### src/rtl/adc_sample_ctrl.sv
// adc_sample_ctrl: power-up, pacing and read-out sequencer for an 8-bit parallel ADC.
// Drives PD/AD_CLK/S_H/CS_RD_n and hands each sample downstream on a valid/ready port.
module adc_sample_ctrl #(
    parameter int SAMPLE_DIV   = 200,
    parameter int SH_CYCLES    = 4,
    parameter int CONV_TIMEOUT = 40,
    parameter int ADCLK_DIV    = 2,
    parameter int WAKE_CYCLES  = 100
) (
    input  logic       clk,
    input  logic       rstn,
    input  logic       en,
    input  logic [7:0] AD,
    input  logic       EOC_n,
    output logic       PD,
    output logic       CS_RD_n,
    output logic       AD_CLK,
    output logic       S_H,
    output logic [7:0] sample_data,
    output logic       sample_valid,
    input  logic       sample_ready,
    output logic       overrun,
    output logic       conv_timeout
);
    localparam int PW     = (SAMPLE_DIV > 1) ? $clog2(SAMPLE_DIV) : 1;
    localparam int SMAX_A = (WAKE_CYCLES > CONV_TIMEOUT) ? WAKE_CYCLES : CONV_TIMEOUT;
    localparam int SMAX   = (SMAX_A > SH_CYCLES) ? SMAX_A : SH_CYCLES;
    localparam int SW     = $clog2(SMAX + 1);
    localparam int AW     = $clog2(ADCLK_DIV + 1);

    localparam logic [PW-1:0] PER_LAST  = PW'(SAMPLE_DIV - 1);
    localparam logic [SW-1:0] WAKE_LAST = SW'(WAKE_CYCLES - 1);
    localparam logic [SW-1:0] SH_LAST   = SW'(SH_CYCLES - 1);
    localparam logic [SW-1:0] TO_LAST   = SW'(CONV_TIMEOUT - 1);
    localparam logic [AW-1:0] ACLK_LAST = AW'(ADCLK_DIV - 1);

    typedef enum logic [2:0] {
        S_OFF, S_WAKE, S_IDLE, S_TRACK, S_CONV, S_READ1, S_READ2
    } state_t;

    state_t        state_q, state_d;
    logic [SW-1:0] st_cnt_q, st_cnt_d;     // cycles spent in the current state
    logic [PW-1:0] per_cnt_q, per_cnt_d;   // sample-period phase
    logic [AW-1:0] aclk_cnt_q;
    logic          aclk_q;
    logic          eoc_meta_q, eoc_sync_q;
    logic          pd_q, sh_q, cs_rd_n_q;
    logic [7:0]    data_q;
    logic          valid_q, overrun_q, timeout_q;
    logic          timeout_d, sample_done_d;
    logic          period_tick;

    assign period_tick  = (per_cnt_q == PER_LAST);
    assign PD           = pd_q;
    assign S_H          = sh_q;
    assign CS_RD_n      = cs_rd_n_q;
    assign AD_CLK       = aclk_q;
    assign sample_data  = data_q;
    assign sample_valid = valid_q;
    assign overrun      = overrun_q;
    assign conv_timeout = timeout_q;

    // Two-flop synchroniser for the asynchronous end-of-conversion strobe
    always_ff @(posedge clk) begin
        if (!rstn) begin
            eoc_meta_q <= 1'b1;
            eoc_sync_q <= 1'b1;
        end else begin
            eoc_meta_q <= EOC_n;
            eoc_sync_q <= eoc_meta_q;
        end
    end

    // Next-state logic; the period counter only runs once the converter is awake
    always_comb begin
        state_d       = state_q;
        timeout_d     = 1'b0;
        sample_done_d = 1'b0;
        per_cnt_d     = period_tick ? '0 : per_cnt_q + PW'(1);
        case (state_q)
            S_OFF: begin
                per_cnt_d = '0;
                if (en) state_d = S_WAKE;
            end
            S_WAKE: begin
                per_cnt_d = '0;
                if (st_cnt_q == WAKE_LAST) state_d = S_IDLE;
            end
            S_IDLE:  if (period_tick) state_d = S_TRACK;
            S_TRACK: if (st_cnt_q == SH_LAST) state_d = S_CONV;
            S_CONV: begin
                // A real EOC wins over a timeout landing on the same cycle
                if (!eoc_sync_q) begin
                    state_d = S_READ1;
                end else if (st_cnt_q == TO_LAST) begin
                    state_d   = S_READ1;
                    timeout_d = 1'b1;
                end
            end
            S_READ1: state_d = S_READ2;
            S_READ2: begin
                state_d       = S_IDLE;
                sample_done_d = 1'b1;
            end
            default: state_d = S_OFF;
        endcase
        if (!en) begin
            state_d       = S_OFF;
            per_cnt_d     = '0;
            timeout_d     = 1'b0;
            sample_done_d = 1'b0;
        end
        st_cnt_d = (state_d != state_q) ? '0 : st_cnt_q + SW'(1);
    end

    // State, counters and pin controls (pins registered from the next state)
    always_ff @(posedge clk) begin
        if (!rstn) begin
            state_q   <= S_OFF;
            st_cnt_q  <= '0;
            per_cnt_q <= '0;
            pd_q      <= 1'b1;
            sh_q      <= 1'b0;
            cs_rd_n_q <= 1'b1;
            timeout_q <= 1'b0;
        end else begin
            state_q   <= state_d;
            st_cnt_q  <= st_cnt_d;
            per_cnt_q <= per_cnt_d;
            pd_q      <= (state_d == S_OFF);
            sh_q      <= (state_d == S_TRACK);
            cs_rd_n_q <= !((state_d == S_READ1) || (state_d == S_READ2));
            timeout_q <= timeout_d;
        end
    end

    // AD_CLK divider: low for the first half-period after power-up, held low while off
    always_ff @(posedge clk) begin
        if (!rstn) begin
            aclk_q     <= 1'b0;
            aclk_cnt_q <= '0;
        end else if ((state_q == S_OFF) || (state_d == S_OFF)) begin
            aclk_q     <= 1'b0;
            aclk_cnt_q <= '0;
        end else if (aclk_cnt_q == ACLK_LAST) begin
            aclk_q     <= ~aclk_q;
            aclk_cnt_q <= '0;
        end else begin
            aclk_cnt_q <= aclk_cnt_q + AW'(1);
        end
    end

    // Output handshake: load on READ2 completion unless an unaccepted sample is pending
    always_ff @(posedge clk) begin
        if (!rstn) begin
            data_q    <= '0;
            valid_q   <= 1'b0;
            overrun_q <= 1'b0;
        end else begin
            overrun_q <= 1'b0;
            if (sample_done_d) begin
                if (!valid_q || sample_ready) begin
                    data_q  <= AD;
                    valid_q <= 1'b1;
                end else begin
                    overrun_q <= 1'b1;
                end
            end else if (valid_q && sample_ready) begin
                valid_q <= 1'b0;
            end
        end
    end
endmodule

### config.mk
export PLATFORM = sky130hd
export DESIGN_NAME = adc_sample_ctrl
export DESIGN_NICKNAME = d
export VERILOG_FILES = /design/src/rtl/adc_sample_ctrl.sv
export SDC_FILE = /design/constraint.sdc
export NUM_CORES = 1
export LEC_CHECK = 0
export BUFFER_PORTS_ARGS = -buffer_cell sky130_fd_sc_hd__buf_2
export CAP_MARGIN = 20
export CORE_MARGIN = 10
export CORE_UTILIZATION = 50
export DETAILED_ROUTE_END_ITERATION = 10
export PLACE_DENSITY = 0.72
export SYNTH_ARGS = -nofsm -noshare
export SYNTH_HDL_FRONTEND = slang
export SYNTH_SLANG_ARGS = --single-unit
### constraint.sdc
create_clock -name clk -period 4.96 [get_ports clk]
set_clock_uncertainty 0.2 [all_clocks]
set_input_delay 0.992 -clock clk [delete_from_list [all_inputs] [get_ports clk]]
set_output_delay 0.992 -clock clk [all_outputs]
set_load 0.005 [all_outputs]
==> out/metrics.yaml <==
status:
  status: "finished, final reports clean"
synthesis:
  ys.flop_type: "dfxtp_1"
  ys_ff_latch: 37
  yosysMostFrequentCell: "dfxtp_1"
  synthCells: 160
  async_reset_ff_frac: 0
  syn_area_per_cell_um2: 10.2
  yosysUniqueCellTypes: 47
  ys_warn_count: 0
  synth_edf_count: 0
  synthTopCellsByArea: "dfxtp_1, mux2i_1, nor2b_1, nor4_1, xnor2_1"
  yosysSeqAreaShare: 0.455
  synthesis.area_mm2: 0.00163
  syn_nets: 176
  synth_top_cells_by_count: "dfxtp_1, nor2_1, nor2b_1, nor4_1, nand3_1"
  yosysTopAreaCell: "dfxtp_1"
  synth_top_area_share: 0.455
cells_and_area:
  num_antenna_cells: 0
  nFillCells: 292
  nets: 203
  areaGrowthSynthToFinish_pct: 14.1
  layout-drive-gt1-share: 0.229
sta:
  fmax_ghz: 0.412
  worst_pin_slew_ns: 0.834
  finalSetupViolCount: 0
  finalHoldViolCount: 0
  drv_slew: 0
  period_share: 0.490
  fin_tns_setup_ns: 0
  layout_min_cycle_time_ns: 2.43
  maxSlewHeadroom: 0.443
  rsz0062_at_grt: "false"
die:
  io-pin-count: 28
  fp.dieArea_mm2: 0.00594
  start_util: 0.529
  die_w_um: 77.1
  die_h_um: 77.1
  core_mm2: 0.00308
  row_count: 20
global_route:
  grt_pass1_wl_mm: 5.33
  grt.busiest_layer: "met2"
  grt_util_met2: 0.174
  grt_pass1_vias: 1235
  antenna_found_initial: 0
  use_met1: 0.120
  overflow: 0
  grtUsageTotal: 0.107
  met3_usage: 0.0513
  grt_max_degree: 18
detailed_routing:
  vias: 1241
  via_per_inst: 5.35
  wirelength_mm: 3.14
  post_drt_wl_per_cell_um: 13.5
  first_iter_violations: 71
  drc: 0
  drtPass1Iterations: 4
  ant_nets: 0
critical_path:
  required_ns: 5.00
  startpoint_type: "input pin"
  crit_path_end_kind: "register"
  crit_arrival_ns: 2.47
  crit_type: "in -> reg"
  path_max_fanout: 11
power:
  cellPowerDensity_mw_per_mm2: 292
  totalPowerFinal_uw: 542
  ir_drop_uv: 186
  leakage_uw: 0.000677
clock_tree:
  cts_max_path_buffers: 2
  clk_latency_ns: 0.34
  postCtsSetupBuffers: 0
  cts_root_buf: "clkbuf_4"
  cts_hold_buf: 0
  path_clk_slew_ns: 0.10
  cts.sinks: 37
  numCtsBuffers: 5
  cts.repair.resized: 0
  htree_levels: 2
  cts_tree: "built"
place:
  place.gp.congestion: 0.860
  port_buffers: 27
  place_hpwl_mm: 2.36
flow_run:
  cap_violations: 0
worst_hold_path:
  hp-class: "reg -> reg"
==> cell families after synthesis <==
logic type / count (synthesis) / share of synthesized area
muxes: 8 / 0.0492
AOI/OAI and AO/OA: 15 / 0.0845
DFF: 37 / 0.455
adders and majority gates: 3 / 0.0230
and+or+nand+nor: 74 / 0.286
xor gates and xnor gates: 12 / 0.0645
buffers and inverters: 11 / 0.0376
==> worst paths after layout <==
check | startpoint | endpoint | slack [ns] | cells past startpoint
worst max-delay path | en | sample_data[5]$_SDFFE_PN0P_ | 2.53 | 5
worst min-delay path | eoc_meta_q$_SDFF_PN1_ | eoc_sync_q$_SDFF_PN1_ | 0.22 | 1
worst max register to register | state_q[1]$_SDFF_PN0_ | sample_data[5]$_SDFFE_PN0P_ | 2.73 | 4
worst min register to register | eoc_meta_q$_SDFF_PN1_ | eoc_sync_q$_SDFF_PN1_ | 0.22 | 1
==> cell type report <==
cell class	instances	area (µm²)	area share
Multi-Input combinational cell	112	827	0.445
Sequential cell	37	741	0.399
Timing Repair Buffer	27	135	0.0727
Clock buffer	7	55.1	0.0296
Tap cell	44	55.1	0.0296
Clock inverter	1	30.0	0.0162
Inverter	4	15.0	0.00808
==> layout by cell type, fill, tap and decap left out, drive strengths merged, types with 2 or more instances in the layout <==
cell	synthesis	routed
o41a	2	2
nand2b	4	4
nor3	4	4
xnor2	6	6
nor2b	11	11
o21ai	2	2
mux2i	8	8
buf	4	27
dfxtp	37	37
or3	2	2
xor2	6	6
nand3	10	10
nor4	12	12
o22ai	2	2
clkbuf	3	7
nand2	2	2
o21a	2	2
inv	4	4
nor2	12	12
nor4b	2	2
and3	6	6
ha	3	3
==> state kept, by name, indices dropped and copies added (netlist names) <==
name and cells:
conv_timeout 1, eoc_meta_q 1, S_H 1, state_q 3, aclk_cnt_q 2, overrun 1, eoc_sync_q 1, sample_valid 1
sample_data 8, PD 1, st_cnt_q 7, AD_CLK 1, per_cnt_q 8, CS_RD_n 1
==> report_power, final <==
group	switching, µW	total [µW]	internal (µW)
registers	3.40	304	300
logic	14.0	25.7	11.8
clock network	91.9	212	120
total	109	542	432
==> per-layer routing <==
metal / share of wire / wire, µm
met5: 0 / 0
met4: 0.0070 / 22
met3: 0.055 / 172
met2: 0.48 / 1500
met1: 0.46 / 1440
==> critical path, stage by stage <==
cell     delay, ns
buf_2         0.20
and4b_1       0.25
nor2b_1       0.68
mux2i_1       0.28
nor2b_1       0.07
==> through the flow <==
step	hold WS (ns)	worst slack, ns	utilization	instances	cell area [µm²]
final	0.219	2.53	0.604	232	1860
after global routing	0.266	2.45	0.604	232	1860
after CTS	0.226	2.53	0.604	232	1860
after detailed placement	0.200	2.20	0.576	224	1770
after global placement	0.191	2.24	0.576	224	1770
after floorplan	0.186	2.77	-	160	1630
(Power assumes the default switching activity.)
